===== config.mk =====
export PLATFORM = sky130hd
export DESIGN_NAME = regfile_write_arbiter
export DESIGN_NICKNAME = d
export VERILOG_FILES = /design/src/rtl/cpu_pkg.sv /design/src/rtl/rr_grant_picker.sv /design/src/rtl/regfile_write_arbiter.sv
export SDC_FILE = /design/constraint.sdc
export NUM_CORES = 1
export LEC_CHECK = 0
export ABC_CLOCK_PERIOD_IN_PS = 6490
export BUFFER_PORTS_ARGS = -buffer_cell sky130_fd_sc_hd__buf_2
export CORE_MARGIN = 2
export CORE_UTILIZATION = 49
export CTS_BUF_LIST = sky130_fd_sc_hd__clkbuf_4
export DETAILED_ROUTE_END_ITERATION = 12
export PLACE_DENSITY = 0.94
export SLEW_MARGIN = 40
export SYNTH_ARGS = -nofsm -noshare
export SYNTH_HDL_FRONTEND = slang
export SYNTH_HIERARCHICAL = 1
export SYNTH_SLANG_ARGS = --single-unit

===== constraint.sdc =====
create_clock -name clk -period 6.49 [get_ports clk]
set_input_delay 0.649 -clock clk [delete_from_list [all_inputs] [get_ports clk]]
set_output_delay 0.649 -clock clk [all_outputs]
set_load 0.005 [all_outputs]

===== src/rtl/cpu_pkg.sv =====
// Shared constants and types for the CPU register-file write path.
// Defaults for the address and data widths, the hard-wired zero register,
// and the state type of the write-port arbiter.
package cpu_pkg;

    localparam int DEF_REG_ADDR_WIDTH = 5;
    localparam int DEF_DATA_WIDTH     = 32;

    // Writes to this register index are discarded (it always reads as zero).
    localparam int ZERO_REG = 0;

    typedef enum logic {
        IDLE   = 1'b0,
        LOCKED = 1'b1
    } arb_state_t;

endpackage


===== src/rtl/rr_grant_picker.sv =====
// One-hot grant picker: scans the request vector starting at index 'start',
// ascending with wrap-around, and grants the first requester found.
// With start tied to zero this degenerates to lowest-index-wins priority.
module rr_grant_picker #(
    parameter int NUM_REQ = 3,
    parameter int IDX_W   = $clog2(NUM_REQ)
) (
    input  logic [NUM_REQ-1:0] req,
    input  logic [IDX_W-1:0]   start,
    output logic [NUM_REQ-1:0] grant
);

    // Rotating scan from 'start'; the first set request bit wins.
    always_comb begin
        int               sum;
        logic [IDX_W-1:0] idx;
        logic             found;
        grant = '0;
        found = 1'b0;
        sum   = 0;
        idx   = '0;
        for (int k = 0; k < NUM_REQ; k++) begin
            sum = int'(start) + k;
            if (sum >= NUM_REQ) begin
                sum = sum - NUM_REQ;
            end
            idx = IDX_W'(sum);
            if (!found && req[idx]) begin
                grant[idx] = 1'b1;
                found      = 1'b1;
            end
        end
    end

endmodule


===== src/rtl/regfile_write_arbiter.sv =====
// Register-file write-port arbiter.
// Shares the single register-file write port between NUM_REQ writers
// (0: decoder MOVI, 1: ALU writeback, 2: load unit), supports locked
// multi-beat bursts bounded by LOCK_MAX, and suppresses writes to the zero
// register. The accepted beat is presented one cycle later on rf_wr_*.
//
// Build option: define RR_ARB_EN for round-robin selection in IDLE (search
// starts at ptr). Without it, the lowest valid index wins and no pointer
// register exists.
//
// Handshake: a requester raises req_valid with addr/data/lock and holds them
// stable until it sees req_ready; a beat transfers in the cycle where
// req_valid & req_ready are both high. req_ready is at most one-hot, is
// combinational from req_valid/state/ptr, and is never raised for a
// requester whose req_valid is low.
module regfile_write_arbiter
    import cpu_pkg::*;
#(
    parameter int NUM_REQ        = 3,
    parameter int REG_ADDR_WIDTH = DEF_REG_ADDR_WIDTH,
    parameter int DATA_WIDTH     = DEF_DATA_WIDTH,
    parameter int LOCK_MAX       = 4
) (
    input  logic                               clk,
    input  logic                               rst,
    input  logic [NUM_REQ-1:0]                 req_valid,
    input  logic [NUM_REQ-1:0]                 req_lock,
    input  logic [NUM_REQ*REG_ADDR_WIDTH-1:0]  req_addr,
    input  logic [NUM_REQ*DATA_WIDTH-1:0]      req_data,
    output logic [NUM_REQ-1:0]                 req_ready,
    output logic                               rf_wr_en,
    output logic [REG_ADDR_WIDTH-1:0]          rf_wr_addr,
    output logic [DATA_WIDTH-1:0]              rf_wr_data,
    output logic                               arb_locked
);

    localparam int IDX_W = $clog2(NUM_REQ);
    localparam int CNT_W = $clog2(LOCK_MAX + 1);

    arb_state_t                state_q, state_d;
    logic [IDX_W-1:0]          owner_q, owner_d;
    logic [CNT_W-1:0]          beat_q, beat_d, beat_inc;
    logic [IDX_W-1:0]          start_idx;
    logic [NUM_REQ-1:0]        pick_grant;
    logic [IDX_W-1:0]          gnt_idx;
    logic                      accept;
    logic [REG_ADDR_WIDTH-1:0] sel_addr;
    logic [DATA_WIDTH-1:0]     sel_data;
    logic                      sel_lock;

`ifdef RR_ARB_EN
    logic [IDX_W-1:0] ptr_q;

    // Round-robin pointer: one past the index granted on every accepted beat.
    always_ff @(posedge clk or posedge rst) begin
        if (rst) begin
            ptr_q <= '0;
        end else if (accept) begin
            ptr_q <= (gnt_idx == IDX_W'(NUM_REQ - 1)) ? '0 : gnt_idx + IDX_W'(1);
        end
    end

    assign start_idx = ptr_q;
`else
    assign start_idx = '0;
`endif

    rr_grant_picker #(
        .NUM_REQ (NUM_REQ),
        .IDX_W   (IDX_W)
    ) u_picker (
        .req   (req_valid),
        .start (start_idx),
        .grant (pick_grant)
    );

    // Ready: locked owner only while LOCKED, picker result while IDLE, nothing in reset.
    always_comb begin
        req_ready = '0;
        if (!rst) begin
            if (state_q == LOCKED) begin
                req_ready[owner_q] = req_valid[owner_q];
            end else begin
                req_ready = pick_grant;
            end
        end
    end

    // Granted index and the selected beat's fields.
    always_comb begin
        gnt_idx  = '0;
        sel_addr = '0;
        sel_data = '0;
        sel_lock = 1'b0;
        for (int i = 0; i < NUM_REQ; i++) begin
            if (req_ready[i]) begin
                gnt_idx  = IDX_W'(i);
                sel_addr = req_addr[i*REG_ADDR_WIDTH +: REG_ADDR_WIDTH];
                sel_data = req_data[i*DATA_WIDTH +: DATA_WIDTH];
                sel_lock = req_lock[i];
            end
        end
    end

    assign accept = |req_ready;

    // Next state: enter LOCKED on a locked beat, leave on unlock or when the burst hits LOCK_MAX.
    always_comb begin
        state_d  = state_q;
        owner_d  = owner_q;
        beat_d   = beat_q;
        beat_inc = beat_q + CNT_W'(1);
        if (accept) begin
            case (state_q)
                IDLE: begin
                    // With LOCK_MAX of 1 a lock can never grant a second beat, so stay IDLE.
                    if (sel_lock && (LOCK_MAX > 1)) begin
                        state_d = LOCKED;
                        owner_d = gnt_idx;
                        beat_d  = CNT_W'(1);
                    end
                end
                LOCKED: begin
                    if (!sel_lock || (beat_inc == CNT_W'(LOCK_MAX))) begin
                        state_d = IDLE;
                        beat_d  = '0;
                    end else begin
                        beat_d = beat_inc;
                    end
                end
                default: begin
                    state_d = IDLE;
                    beat_d  = '0;
                end
            endcase
        end
    end

    // FSM state, burst owner and beat counter.
    always_ff @(posedge clk or posedge rst) begin
        if (rst) begin
            state_q <= IDLE;
            owner_q <= '0;
            beat_q  <= '0;
        end else begin
            state_q <= state_d;
            owner_q <= owner_d;
            beat_q  <= beat_d;
        end
    end

    // Output register: capture the accepted beat; zero-register writes keep enable low.
    always_ff @(posedge clk or posedge rst) begin
        if (rst) begin
            rf_wr_en   <= 1'b0;
            rf_wr_addr <= '0;
            rf_wr_data <= '0;
        end else if (accept) begin
            rf_wr_en   <= (sel_addr != REG_ADDR_WIDTH'(ZERO_REG));
            rf_wr_addr <= sel_addr;
            rf_wr_data <= sel_data;
        end else begin
            rf_wr_en   <= 1'b0;
        end
    end

    assign arb_locked = (state_q == LOCKED);

endmodule


Word level (Yosys, flattened, before mapping)
Index checks and enable logic that the tools add are counted.
{"block": "op_classes", "n_bitwise": 2, "n_eq_ne": 2, "mux": 29, "magnitude_cmp": 2, "addsub": 1, "n_reduce_logical": 11}
{"op": "32-bit 2-to-1 mux", "n": 3}
{"op": "3-bit 2-to-1 mux", "n": 5}
{"op": "5-bit 2-to-1 mux", "n": 3}
{"op": "1-bit 2-to-1 mux", "n": 12}
{"op": "3-bit case mux with 2 select lines", "n": 1}
{"op": "5-bit nonzero test", "n": 1}
{"op": "2-bit 2-to-1 mux", "n": 2}
{"op": "3-bit by 1-bit adder with 3-bit output (second input constant)", "n": 1}
{"op": "3-bit bitwise AND", "n": 1}
{"op": "3-bit == test (second input constant)", "n": 1}
{"op": "1-bit logical AND", "n": 3}
{"op": "1-bit zero test", "n": 3}
{"op": "2-bit by 3-bit less-than comparator with 1-bit output (second input constant)", "n": 1}
{"op": "3-bit AND reduction", "n": 1}
{"op": "3-bit OR reduction", "n": 1}
{"op": "1-bit binary-select mux with 2-bit select", "n": 1}
{"op": "1-bit demux with 2-bit select", "n": 1}
{"op": "2-bit by 1-bit greater-or-equal comparator with 1-bit output (second input constant)", "n": 1}
{"op": "2-bit != test (second input constant)", "n": 1}
{"op": "1-bit case mux with 2 select lines", "n": 1}
{"op": "2-bit AND reduction", "n": 1}
{"op": "1-bit logical OR", "n": 1}
{"op": "1-bit NOT", "n": 1}
{"block": "word_totals", "wordCells": 53, "input_bits": 119, "regBits": 44}

Longest topological paths before layout
Gate-level depths: netlist (run 1).
{"block": "depth", "ltp_word": 16, "mapped_depth": 14, "ltp_nobuf": 11}

Hierarchy
The synthesis (run 1) kept the hierarchy.
{"module": "regfile_write_arbiter", "area_per_inst_um2": 2538.7, "n_inst": 1, "cells_per_inst": 280}
{"module": "rr_grant_picker", "area_per_inst_um2": 272.8, "n_inst": 1, "cells_per_inst": 36}

Worst setup path before layout (run 1)
Ideal clock, no wire load.
{"block": "synth_timing", "kind": "input port to flip-flop", "start": "input rst", "end": "register owner_q[0]", "cell_stages": 5, "setup_slack_ps": 3559, "n_path_buf": 2, "t_arrival_ps": 2853, "t_required_ps": 6412, "cell_sequence": "clkbuf_1 inv_1 clkbuf_1 nand4_1 nand3_1"}
{"block": "synth_between", "elab_chain_cells": 5, "elab_cells_between_ends": 8, "cone_classes": "mux: 6; reduce/logical: 2"}
{"element": "from (decl)", "line": "regfile_write_arbiter.sv:25", "rtl": "input logic rst,"}
{"element": "3-bit 2-to-1 mux (*)", "line": "regfile_write_arbiter.sv:80", "rtl": "if (!rst) begin"}
{"element": "1-bit 2-to-1 mux (3 in series)", "line": "regfile_write_arbiter.sv:96", "rtl": "if (req_ready[i]) begin"}
{"element": "3-bit AND reduction (no line)"}
{"element": "to (signal assigned)", "line": "regfile_write_arbiter.sv:147", "rtl": "owner_q <= owner_d;"}
{"element": "to (decl)", "line": "regfile_write_arbiter.sv:41", "rtl": "logic [IDX_W-1:0] owner_q, owner_d;"}
Mark *: on every way between the ends. The rest lies on a longest branch, timed or not.
A chain may end at the register's enable or synchronous reset.

Worst setup path after layout (run 1)
{"block": "layout_timing", "start": "input req_valid[0]", "end": "output req_ready[2]"}
{"block": "layout_between", "elab_chain_cells": 9, "elab_cells_between_ends": 12, "cone_classes": "mux: 7; bitwise: 1; reduce/logical: 4"}
{"element": "from (decl)", "line": "regfile_write_arbiter.sv:26", "rtl": "input logic [NUM_REQ-1:0] req_valid,"}
{"element": "1-bit 2-to-1 mux (*)", "line": "rr_grant_picker.sv:28", "rtl": "if (!found && req[idx]) begin"}
{"element": "1-bit zero test", "line": "rr_grant_picker.sv:28"}
{"element": "1-bit logical AND", "line": "rr_grant_picker.sv:28"}
{"element": "1-bit 2-to-1 mux (*)", "line": "rr_grant_picker.sv:28"}
{"element": "1-bit zero test (*)", "line": "rr_grant_picker.sv:28"}
{"element": "1-bit logical AND (*)", "line": "rr_grant_picker.sv:28"}
{"element": "3-bit 2-to-1 mux (*)", "line": "rr_grant_picker.sv:28"}
{"element": "named net pick_grant[2]", "line": "regfile_write_arbiter.sv:44", "rtl": "logic [NUM_REQ-1:0] pick_grant;"}
{"element": "3-bit 2-to-1 mux (*)", "line": "regfile_write_arbiter.sv:81", "rtl": "if (state_q == LOCKED) begin"}
{"element": "3-bit 2-to-1 mux (*)", "line": "regfile_write_arbiter.sv:80"}
{"element": "to (decl)", "line": "regfile_write_arbiter.sv:30", "rtl": "output logic [NUM_REQ-1:0] req_ready,"}
Mark *: on every way through the listed nets, which the timed path passes. The rest lies on a longest branch. The select of a mux whose other input is x is not followed.

==> results.txt, run 1 <==
The number of antenna violations at the first check in global routing is 0. The xor and xnor fraction of the mapped netlist area came out at 0. On the critical path, the stage with the largest delay is an instance of sky130_fd_sc_hd__nor2_4. The leakage power summed over all cells came out at 1.87 nW. Between clock sinks in the finished design, the worst skew comes to 0.0116 ns. The fraction of the cycle the final worst path needs is 0.465. The number of buffer cells added on primary ports came out at 160. The die width is 79.7 µm.

The number of buffers inserted by hold repair at cts came out at 0. STA classifies the critical path startpoint as an input pin. The repair_antennas step left the layout with diodes totalling 0. The total setup buffers inserted after CTS came out at 0. In the final design database the tool counted 591 nets. The max-slew violation count is 0. The total of endpoints with negative setup slack in the final report came out at 0. By area the synthesized netlist is led by sky130_fd_sc_hd__dfrtp_1 (39%), sky130_fd_sc_hd__a222oi_1 (6.4%), sky130_fd_sc_hd__nand2_1 (5.2%). The post-place setup slack is 3.10 ns.

The via count of the first global-routing pass came to 2895. The TritonCTS clock tree is yes. The maximum fanout encountered on the critical timing path is 19.

The peak ir drop on the vdd network is 266 µV. The detailed router's first-iteration violation count is 232. Among cell families on the critical path, the largest total delay comes from simple AND/OR/NAND/NOR gates. The total count of hold-check failures in the final report is 0.

The most frequent cell on the critical path is sky130_fd_sc_hd__buf_2. The clock sink total came out at 44. The setup slack of the critical path after layout came out at 3.47 ns. The routed length per instance came out at 15.6 µm. The power density over the cells came out at 348 nW/µm².

The congestion estimate from routability-driven global placement came to 0.866. After clock tree synthesis, the clock-pin slew on the worst setup and hold paths is 0.13 ns. The run finished with clean final reports.

The fraction of the mapped netlist area in compound gates is 0.264. The HPWL reported at the end of detailed placement is 6.27 mm. For this configuration, the core starts out at a cell density of 0.507. The post-route setup TNS is 0 ns. For this run the aggregate overflow at the end of global routing stands at 0. Entering global routing, the biggest net connects 66 pins. The overall routed net length is 8.40 mm. The synthesized design contains 0 enable-type register cells.

The CTS buffer count came out at 5. The synthesized flop and latch total is 44. The CTS root buffer is sky130_fd_sc_hd__clkbuf_4. The share of synthesized flip-flops with an asynchronous set or reset is 1.00. The part of the Yosys area used for sequential elements came out at 0.392. The most repeated cell in the gate-level netlist after synthesis is sky130_fd_sc_hd__dfrtp_1. The area share of fa/ha/maj cells after synthesis is 0.0267. The number of nets still failing antenna checks after routing came out at 0. The clock latency on the worst-skew pair is 0.35 ns. The overall via count from detail_route is 3079. Static timing analysis puts the maximum clock frequency at 332 MHz. STA classifies the critical path endpoint as an output port. Walking the worst path, the cells encountered are buf_2 > mux2i_1 > o22ai_1 > o211ai_1 > and2b_4 > nor2_1 > nor2_4 > buf_2. The number of I/O pins is 161.

The post-synth design cell area is 2810 µm². After detailed routing, the number of remaining DRC violations is 0. The number of iterations in the first detailed-routing pass is 5. The share of synthesized area in the top cell type comes to 0.392. The critical path buffer and inverter count is 2.

Data arrives at the worst endpoint at 2.37 ns. The share of cell area taken by muxes after synthesis is 0.0142. The largest total area in the synthesized netlist belongs to sky130_fd_sc_hd__dfrtp_1.

The core area came out at 5540 µm². The wire length of the first global-routing pass came out at 13.5 mm. After synthesis, the largest family of logic cells by area is compound AO/OA/AOI/OAI gates.

The number of vias per cell came out at 5.71. The maximum root-to-sink buffer count came out at 2. In this run, distinct cell masters in the synthesized netlist total 54. The share of cells above drive strength 1 came out at 0.400. The worst pin sits at a relative slew slack of 0.490. The total global-route track usage is 0.270. Counting instances in the post-synthesis netlist gives the leading cell types as sky130_fd_sc_hd__dfrtp_1 (44), sky130_fd_sc_hd__nand2_1 (39), sky130_fd_sc_hd__nor2_1 (26). Setup repair after global routing left no endpoint under its margin. The most frequently used flop master after synthesis is sky130_fd_sc_hd__dfrtp_1.

The number of gates given a new drive strength after cts is 0. The instance count of the mapped netlist came out at 316. The cell row count is 27. The area growth from synthesis to layout is 31.7%. The area of the die came out at 6360 µm². The count of warnings emitted by yosys is 6. The total of max-cap violations came out at 0.

The shortest period the worst path allows came out at 3.02 ns. At the pin with the least slew margin, the transition time is 0.764 ns. Data on the critical path is required at its endpoint by 5.84 ns. In this run the worst hold path is classified as in -> reg. On the worst path, the slowest cell contributes a delay of 0.37 ns. The maximum level of the CTS H-tree is 2. Of the total synthesized cell area, the portion taken by AND, OR, NAND and NOR gates is 0.243.

The floorplan die height came out at 79.7 µm. Each instance of the synthesized netlist takes up on average 8.90 µm². The category of the critical setup timing path is in -> out.
==> kinds of logic (layout without fill, tap and decap cells) <==
kind of cell / after synthesis / after routing
buffers and inverters: 34 / 180
multiplexers: 4 / 4
AND/OR/NAND/NOR: 129 / 129
flip-flops: 44 / 44
adder cells (fa/ha/maj): 6 / 6
other: 1 / 6
AO/OA/AOI/OAI: 98 / 98
==> through the flow <==
stage / power [mW] / cells / util / hold slack, ns / area, µm²
floorplan: 0.887 / 321 / - / 0.468 / 2830
global placement: 1.09 / 530 / 0.651 / 0.457 / 3610
detailed placement: 1.12 / 531 / 0.653 / 0.475 / 3620
CTS: 1.29 / 539 / 0.667 / 0.494 / 3700
global route: 1.39 / 539 / 0.668 / 0.484 / 3700
finish: 1.29 / 539 / 0.668 / 0.499 / 3700
==> power breakdown <==
group | switching [mW] | total (mW) | internal, mW
Combinational | 0.336 | 0.624 | 0.289
Clock | 0.0916 | 0.172 | 0.0806
Sequential | 0.0894 | 0.494 | 0.404
==> path summary, 6_finish.rpt <==
| kind | from | end | slack, ns | depth (start not counted) |
|---|---|---|---|---|
| max | req_valid[0] | req_ready[2] | 3.47 | 8 |
| min | req_data[9] | rf_wr_data[9] | 0.50 | 3 |
| max reg2reg | arb_locked | beat_q[0] | 3.76 | 5 |
| min reg2reg | rf_wr_addr[1] | rf_wr_addr[1] | 0.50 | 2 |
| max in group asynchronous | rst | rf_wr_en | 5.33 | 3 |
| min in group asynchronous | rst | owner_q[0] | 0.66 | 3 |
==> registers in the layout, indices dropped and copies added, names as in the netlist <==
signal / count
arb_locked: 1
rf_wr_en: 1
rf_wr_data: 32
beat_q: 3
rf_wr_addr: 5
owner_q: 2
==> cells in the final DEF (no fill, tap or decap), types with 2 or more instances in the layout <==
cell type / count
sky130_fd_sc_hd__and3_1: 18
sky130_fd_sc_hd__nor2b_1: 5
sky130_fd_sc_hd__a21oi_1: 23
sky130_fd_sc_hd__ha_1: 6
sky130_fd_sc_hd__nand2_1: 38
sky130_fd_sc_hd__nor4b_1: 2
sky130_fd_sc_hd__a32oi_1: 2
sky130_fd_sc_hd__o22ai_1: 2
sky130_fd_sc_hd__mux2i_1: 4
sky130_fd_sc_hd__buf_4: 4
sky130_fd_sc_hd__nor3_1: 2
sky130_fd_sc_hd__conb_1: 6
sky130_fd_sc_hd__nand3_1: 15
sky130_fd_sc_hd__and2_1: 2
sky130_fd_sc_hd__o21ai_0: 8
sky130_fd_sc_hd__a31oi_1: 18
sky130_fd_sc_hd__a222oi_1: 18
sky130_fd_sc_hd__dfrtp_1: 44
sky130_fd_sc_hd__nand4_1: 2
sky130_fd_sc_hd__nor2_1: 26
sky130_fd_sc_hd__nand2b_1: 3
sky130_fd_sc_hd__nand3b_1: 2
sky130_fd_sc_hd__inv_1: 7
sky130_fd_sc_hd__a22oi_1: 6
sky130_fd_sc_hd__a31o_2: 3
sky130_fd_sc_hd__clkbuf_4: 5
sky130_fd_sc_hd__o211ai_1: 7
sky130_fd_sc_hd__buf_2: 160
==> worst min-delay path: stages <==
cell and delay (ns):
sky130_fd_sc_hd__buf_2 0.07, sky130_fd_sc_hd__nand2_1 0.04, sky130_fd_sc_hd__nand3_1 0.06
==> per-layer routing <==
layer | vias to the layer above | track usage | routed length, µm
li1 | 1484 | - | -
met1 | 1473 | 0.342 | 3420
met2 | 103 | 0.461 | 4370
met3 | 19 | 0.0543 | 428
met4 | 0 | 0.0949 | 192
met5 | - | 0 | 0
==> layout make-up <==
cell class,count,area [µm²]
clock buffers,5,37.5
clock inverters,3,42.5
fillers,459,1840
inverters,8,30.0
multi-input cells,243,1570
flip-flops and latches,44,1100
well taps,72,90.1
repair buffers,164,831
Power figures use the tool's default switching activity.
==> run 2: changes to the inputs <==
--- a/config.mk
+++ b/config.mk
@@ -5,13 +5,14 @@
 export SDC_FILE = /design/constraint.sdc
 export NUM_CORES = 1
 export LEC_CHECK = 0
-export ABC_CLOCK_PERIOD_IN_PS = 6490
+export ABC_AREA = 1
+export ABC_CLOCK_PERIOD_IN_PS = 3000
 export BUFFER_PORTS_ARGS = -buffer_cell sky130_fd_sc_hd__buf_2
 export CORE_MARGIN = 2
-export CORE_UTILIZATION = 49
+export CORE_UTILIZATION = 45
 export CTS_BUF_LIST = sky130_fd_sc_hd__clkbuf_4
 export DETAILED_ROUTE_END_ITERATION = 12
-export PLACE_DENSITY = 0.94
+export PLACE_DENSITY = 0.89
 export SLEW_MARGIN = 40
 export SYNTH_ARGS = -nofsm -noshare
 export SYNTH_HDL_FRONTEND = slang
==> constraint.sdc (replaced) <==
create_clock -name clk -period 3 [get_ports clk]
set_input_delay 0.3 -clock clk [delete_from_list [all_inputs] [get_ports clk]]
set_output_delay 0.3 -clock clk [all_outputs]
set_load 0.005 [all_outputs]
==> results.txt, run 2 <==
IR analysis of the VDD net gives a maximum drop of 359 µV. By count the netlist is led by sky130_fd_sc_hd__nand2_1 (99), sky130_fd_sc_hd__dfrtp_1 (44), sky130_fd_sc_hd__nor2_1 (44). The shortest period the worst path allows is 2.35 ns. The maximum fanout encountered on the critical timing path is 15. The net switching power came out at 1.19 mW.

For this run, the slowest stage of the critical path takes 0.48 ns. For this design, the sink count on the clock tree is 44. The clock latency on the worst-skew pair came out at 0.35 ns.

From synthesis to final layout, the design area changed by 33.9%. The worst slew slack as a fraction of its limit is 0.638. The total global-route track usage is 0.240.

The internal cell power is 1.58 mW. The area of the die came out at 6430 µm². The count of placed standard cells in the final layout, fillers left out came out at 574.

The wire length of the first global-routing pass is 12.1 mm. The post-route setup TNS came out at 0 ns. The die width came out at 80.2 µm. Detailed placement finished with a half-perimeter wire length of 6.17 mm. Sorting the synthesized cells by area gives the leading types as sky130_fd_sc_hd__dfrtp_1 (42%), sky130_fd_sc_hd__nand2_1 (14%), sky130_fd_sc_hd__a31oi_1 (7.2%).

The number of setup buffers added after CTS is 0. The residual DRC count is 0. The worst setup path is of the reg -> out kind. The flow ran to the end, and the final reports show no timing, DRC or antenna violations. At the end of routability-driven placement, the weighted congestion stood at 0.918. The cell with the largest stage delay on the worst path is sky130_fd_sc_hd__dfrtp_1.

The number of flops mapped to enable cells by yosys came out at 0. During I/O placement, the number of pins put on the boundary was 161. The number of fillers in the final layout came out at 529.

The combinational group share of total power is 0.515. Counting flops with an async set or reset pin after synthesis yields a share of 1.00. Summed over all layers, the routed wires come to 7.87 mm. After global routing, the most crowded layer is met2. The total count of hold-check failures in the final report came out at 0. Before antenna repair, the detailed router went through 5 iterations.

The number of buffer cells added on primary ports is 160. Dividing total power by cell area gives a power density of 791 nW/µm². The fraction of the cycle the final worst path needs came out at 0.785. The die is 80.2 µm tall.

CTS built an H-tree with a depth of 2. The final instance area is 3500 µm². The number of antenna cells inserted came out at 0. Synthesis inferred 44 register bits. The detailed router's first-iteration violation count came out at 148.

Once placement finished, the instance area stood at 3450 µm². The leftover overflow at the end of global routing came out at 0. The met1 routing resource usage after global routing is 0.279. The number of buffers inserted by hold repair at cts is 0. The cell row count is 27.

The distinct cell type count after synthesis came out at 27. The cell depth of the worst flop-to-flop path came out at 10. The part of the Yosys area used for sequential elements came out at 0.421. The proportion of power drawn by flip-flops and latches came out at 0.385. The largest registers in the layout are rf_wr_data: 32 flops, rf_wr_addr: 5 flops, beat_q: 3 flops.

The core area came out at 5540 µm². Leaving out fill and tap cells, the most frequent cells in the layout are sky130_fd_sc_hd__buf_2 (160), sky130_fd_sc_hd__nand2_1 (99), sky130_fd_sc_hd__dfrtp_1 (44). The total of endpoints with negative setup slack in the final report is 0. The most common cell after layout, fill and taps aside is sky130_fd_sc_hd__buf_2. The most flop-heavy register is rf_wr_data.

The CTS root buffer is sky130_fd_sc_hd__clkbuf_4. The overall via count from detail_route came out at 2975. Overall power consumption after layout is estimated at 2.77 mW. Entering global routing, the biggest net connects 45 pins. The slew at the pin closest to its max-slew limit came out at 0.544 ns.

The leakage power summed over all cells is 1.84 nW. The post-synth design cell area is 2610 µm². The routed length per instance came out at 13.7 µm.

The number of antenna violations at the first check in global routing is 0. The number of vias per cell is 5.18. The number of nets still failing antenna checks after routing is 0. The CTS buffer count came out at 5. In the final layout, the share of cells above drive strength 1 is 0.375. The routing usage on met2 came out at 0.433. Summed over all instances, the cell type with the most area after synthesis is sky130_fd_sc_hd__dfrtp_1. The via count of the first global-routing pass came out at 2697.

For this configuration, the core starts out at a cell density of 0.472. Setup repair after global routing left no endpoint under its margin. The number of placed instances, taps included, is 567.

During synthesis, Yosys emitted a total of 6 warnings. For met3 alone, demand over resource in global routing was 0.0472. The instance count of the mapped netlist came out at 341. The max-slew violation count is 0. The worst setup skew after layout is 0.00353 ns.

The TritonCTS clock tree is yes. The number of flip-flops in the largest register came out at 32. The maximum clock frequency came out at 425 MHz.

The clock slew seen by the registers of the worst setup and hold paths came out at 0.13 ns. The longest clock path from root to sink contains 2 buffers. Each instance of the synthesized netlist takes up on average 7.66 µm².

The share of total power dissipated in the clock network is 0.099. Of the total power, the share spent switching nets is 0.429. Walking the worst path, the cells encountered are inv_2 > nand2_1 > nand2_2 > nand2_4 > inv_1 > buf_4 > buf_2. The number of gates given a new drive strength after cts came out at 0. The worst endpoint data arrival time is 2.05 ns. The worst min-delay path class is in -> async.

The area share of the largest cell type after synthesis is 0.421. The kind of capture point of the worst setup path is an output port. The total of max-cap violations came out at 0.

The post-layout net count came out at 627. For the worst setup path, the data required time is 2.70 ns. The worst setup path is launched from a register.

Among all cell types in the netlist, the one instantiated most often is sky130_fd_sc_hd__nand2_1. For this run, the leading register cell type out of synthesis is sky130_fd_sc_hd__dfrtp_1.
## run 2: changes by cell type in the layout (fill, tap and decap cells not counted), sizes merged, moves of 9 or more
| cell | delta |
|---|---|
| nand2 | +65 |
| nor2 | +19 |
| a21oi | -18 |
| a222oi | -18 |
| and3 | -18 |
| inv | +14 |
| o21ai | +13 |
| a31oi | +12 |
| a22oi | +9 |
## run 2: power by group through the flow
stage,clock (mW),combinational (mW),sequential (mW)
floorplan,0,0.889,1.09
global placement,0,1.37,1.07
detailed placement,0,1.44,1.08
CTS,0.287,1.44,1.07
global route,0.305,1.61,1.11
finish,0.275,1.43,1.07
## run 2: path summary, 6_finish.rpt
kind                                 end           from  slack (ns)
min                           owner_q[1]            rst        0.13
max reg2reg                rf_wr_data[5]     arb_locked        0.95
min in group clk           rf_wr_addr[3]    req_addr[3]        0.18
max                         req_ready[2]     arb_locked        0.65
min reg2reg                rf_wr_addr[2]  rf_wr_addr[2]        0.50
max in group asynchronous      beat_q[0]            rst        2.50
## run 2: cell families (layout without fill, tap and decap cells)
| logic type | after synthesis | count (layout) | synth area share |
|---|---|---|---|
| XOR/XNOR | 1 | 1 | 0.00335 |
| AO/OA/AOI/OAI | 76 | 76 | 0.183 |
| other | 1 | 6 | 0.00144 |
| AND/OR/NAND/NOR | 173 | 173 | 0.281 |
| adder cells (fa/ha/maj) | 6 | 6 | 0.0287 |
| buffers and inverters | 40 | 196 | 0.0809 |
| flip-flops | 44 | 44 | 0.421 |
## run 2: routing by layer
| metal | share of wire | wire [µm] | vias to the layer above |
|---|---|---|---|
| met3 | 0.074 | 581 | 29 |
| met2 | 0.51 | 3980 | 158 |
| li1 | - | - | 1455 |
| met1 | 0.39 | 3090 | 1333 |
| met5 | 0 | 0 | - |
| met4 | 0.026 | 208 | 0 |
## run 2: layout make-up
cell class | count | area (µm²) | share of cell area
Timing Repair Buffer | 167 | 853 | 0.244
Clock inverter | 2 | 12.5 | 0.00358
Clock buffer | 5 | 37.5 | 0.0107
Tap cell | 72 | 90.1 | 0.0258
Inverter | 22 | 82.6 | 0.0236
Sequential cell | 44 | 1100 | 0.315
Multi-Input combinational cell | 262 | 1320 | 0.378
## run 2: per-stage QoR
stage               setup slack [ns]   util  hold slack [ns]
floorplan                      0.742      -            0.434
global placement               0.692  0.622            0.464
detailed placement             0.534  0.622            0.469
CTS                            0.635  0.631            0.149
global route                   0.518  0.631            0.177
finish                         0.646  0.631            0.130
## run 2: worst max-delay path: cells and delay by family (launching register included)
kind	cells	cell delay, ns
and+or+nand+nor	3	0.26
buffers and inverters	4	0.96
DFF	1	0.48
==> run 3: changes to the inputs <==
--- a/config.mk
+++ b/config.mk
@@ -6,7 +6,7 @@
 export NUM_CORES = 1
 export LEC_CHECK = 0
 export ABC_AREA = 1
-export ABC_CLOCK_PERIOD_IN_PS = 3000
+export ABC_CLOCK_PERIOD_IN_PS = 2200
 export BUFFER_PORTS_ARGS = -buffer_cell sky130_fd_sc_hd__buf_2
 export CORE_MARGIN = 2
 export CORE_UTILIZATION = 45
==> constraint.sdc (replaced) <==
create_clock -name clk -period 2.2 [get_ports clk]
set_input_delay 0.22 -clock clk [delete_from_list [all_inputs] [get_ports clk]]
set_output_delay 0.22 -clock clk [all_outputs]
set_load 0.005 [all_outputs]
==> results.txt, run 3 (same netlist as run 2, synthesis figures left out) <==
The number of buffers inserted by hold repair at cts came out at 0. The pin count of the biggest net entering global routing is 45. Based on the critical path, the design can be clocked at up to 524 MHz.

Across the run, the number of max-cap violations was 0. The area of the die came out at 6430 µm². The share of total power dissipated in the clock network is 0.100. The required time at the worst-slack endpoint is 1.98 ns. For this block, the initial DRC count from the detailed router was 188. Following the worst setup path forward leads to its endpoint at req_ready[2]. Clock latency on the worst-skew pair, taken at its later pin, is 0.34 ns. The total of endpoints with negative setup slack in the final report is 0.

The worst register-to-register path ends at rf_wr_data[11]. The switching portion of total power is 0.420. Setup repair after global routing left no endpoint under its margin.

The worst setup skew after layout came out at 0.0168 ns. The number of antenna violations at the first check in global routing is 0. The core region is 5540 µm². The slew at the pin closest to its max-slew limit came out at 0.558 ns. Once layout is done, the placed cells without fillers occupy 3550 µm². The total global-route track usage is 0.239.

The total cell area at the placement stage came out at 3490 µm². For this run, the detailed router's first-pass iteration total came to 4. The category of the worst setup path launch point is a register. The net switching power came out at 1.62 mW. The total overflow left after global routing is 0. CTS saw 44 sinks. The die width came out at 80.2 µm.

The wire length of the first global-routing pass came out at 12.1 mm. Routability-driven placement finished with a final weighted congestion of 0.920. The shortest period the worst path allows is 1.91 ns. The total count of hold-check failures in the final report is 0. The number of gates given a new drive strength after cts came out at 0. The routed length per instance is 13.5 µm. The number of flip-flops in the largest register came out at 32. The path class of the tightest hold or removal check is in -> async.

The overall via count from detail_route is 2996. The cell row count is 27. The floorplan die height came out at 80.2 µm.

The worst slew slack as a fraction of its limit is 0.628. The residual DRC count came out at 0. The power density over the cells is 1090 nW/µm². The post-route setup TNS is 0 ns.

More flip-flops sit in one register than any other, and that register is rf_wr_data. The share of cells above drive strength 1 came out at 0.379. The root buffer cell chosen for the clock tree is sky130_fd_sc_hd__clkbuf_4. The most critical setup path has its startpoint at arb_locked. The combinational group share of total power is 0.522. The number of fillers in the final layout came out at 500. The initial core utilization is 0.472. The HPWL reported at the end of detailed placement is 6.10 mm. Buffers placed on the I/O ports in this run total 160. The clock tree synthesis step divided the H-tree into 2 levels.

The utilization of the core after routing came out at 0.640. In this run the remaining antenna-violating nets after routing total 0. Of all nets on the critical path, the largest fanout is 14. The number of setup buffers added after CTS is 0. The setup slack of the worst register-to-register path came out at 0.46 ns. The category of the critical setup timing path is reg -> out.

The CTS buffer count came out at 5. Of the total power, registers draw 0.378. The number of I/O pins is 161.

The worst endpoint data arrival time came out at 1.69 ns. The worst setup path is captured at an output port. In the layout the commonest cells are sky130_fd_sc_hd__buf_2 (160), sky130_fd_sc_hd__nand2_1 (99), sky130_fd_sc_hd__dfrtp_1 (44). The worst register-to-register path begins at arb_locked. The peak ir drop on the vdd network came out at 729 µV. TritonCTS built the clock tree.

The via count of the first global-routing pass is 2722. The number of antenna cells inserted came out at 0. The maximum root-to-sink buffer count came out at 2. The leakage power summed over all cells is 1.87 nW. The signed area change from the synthesized netlist to the final layout came out at 35.8%. The internal cell power is 2.23 mW. The total power of the final layout came out at 3.85 mW.

The largest registers in the layout are rf_wr_data: 32 flops, rf_wr_addr: 5 flops, beat_q: 3 flops. In the final design database the tool counted 631 nets. The flow ran to the end, and the final reports show no timing, DRC or antenna violations. The number of vias per cell came out at 5.17. For the worst flop-to-flop path, the logic depth is 8. Clock-pin slew was measured on the worst setup and hold paths at 0.13 ns. The overall routed net length is 7.84 mm. The max-slew violation count came out at 0.

The fraction of the cycle the final worst path needs is 0.868. Leaving out fill and tap cells, the most frequent cell in the layout is sky130_fd_sc_hd__buf_2. The final hold slack is 0.0714 ns.
[run 3: cell types whose count changed in the layout (fill, tap and decap cells not counted), sizes merged]
cell	change
clkbuf	+1
buf	+4
[run 3: worst min path at each step]
stage / from / end / slack [ns]
global placement: rst / arb_locked / 0.45
floorplan: req_addr[1] / rf_wr_addr[1] / 0.35
global route: req_addr[3] / rf_wr_addr[3] / 0.07
CTS: rst / owner_q[1] / 0.07
finish: rst / owner_q[0] / 0.07
detailed placement: rf_wr_addr[2] / rf_wr_addr[2] / 0.46
[run 3: cell type report]
type	instances	area [µm²]	share of cell area
inverters	22	82.6	0.0233
clock inverters	2	11.3	0.00317
repair buffers	171	896	0.253
clock buffers	6	45.0	0.0127
flip-flops and latches	44	1100	0.310
multi-input cells	262	1320	0.372
well taps	72	90.1	0.0254
[run 3: per-layer routing]
| metal | vias up | global-route usage | share of wire |
|---|---|---|---|
| met3 | 8 | 0.0494 | 0.073 |
| met4 | 0 | 0.0898 | 0.0089 |
| met1 | 1374 | 0.287 | 0.40 |
| met5 | - | 0 | 0 |
| li1 | 1469 | - | - |
| met2 | 145 | 0.418 | 0.51 |
[run 3: power by group through the flow]
stage	combinational, mW	sequential [mW]	clock, mW
after CTS	2.03	1.45	0.396
after detailed placement	2.03	1.47	0
final	2.01	1.46	0.384
after global placement	1.94	1.47	0
after global routing	2.26	1.50	0.443
after floorplan	1.21	1.49	0
[run 3: worst max-delay path, cell delays in order, from the launching register on]
cell	delay [ns]
sky130_fd_sc_hd__dfrtp_1	0.48
sky130_fd_sc_hd__inv_2	0.16
sky130_fd_sc_hd__nand2_1	0.08
sky130_fd_sc_hd__nand2_2	0.10
sky130_fd_sc_hd__nand2_4	0.07
sky130_fd_sc_hd__inv_1	0.11
sky130_fd_sc_hd__buf_4	0.21
sky130_fd_sc_hd__buf_2	0.14
[run 3: stage by stage]
stage                     instances  setup WS (ns)
final                           579          0.291
after global routing            579          0.130
after CTS                       579          0.264
after detailed placement        571          0.149
after global placement          571          0.200
after floorplan                 346          0.102
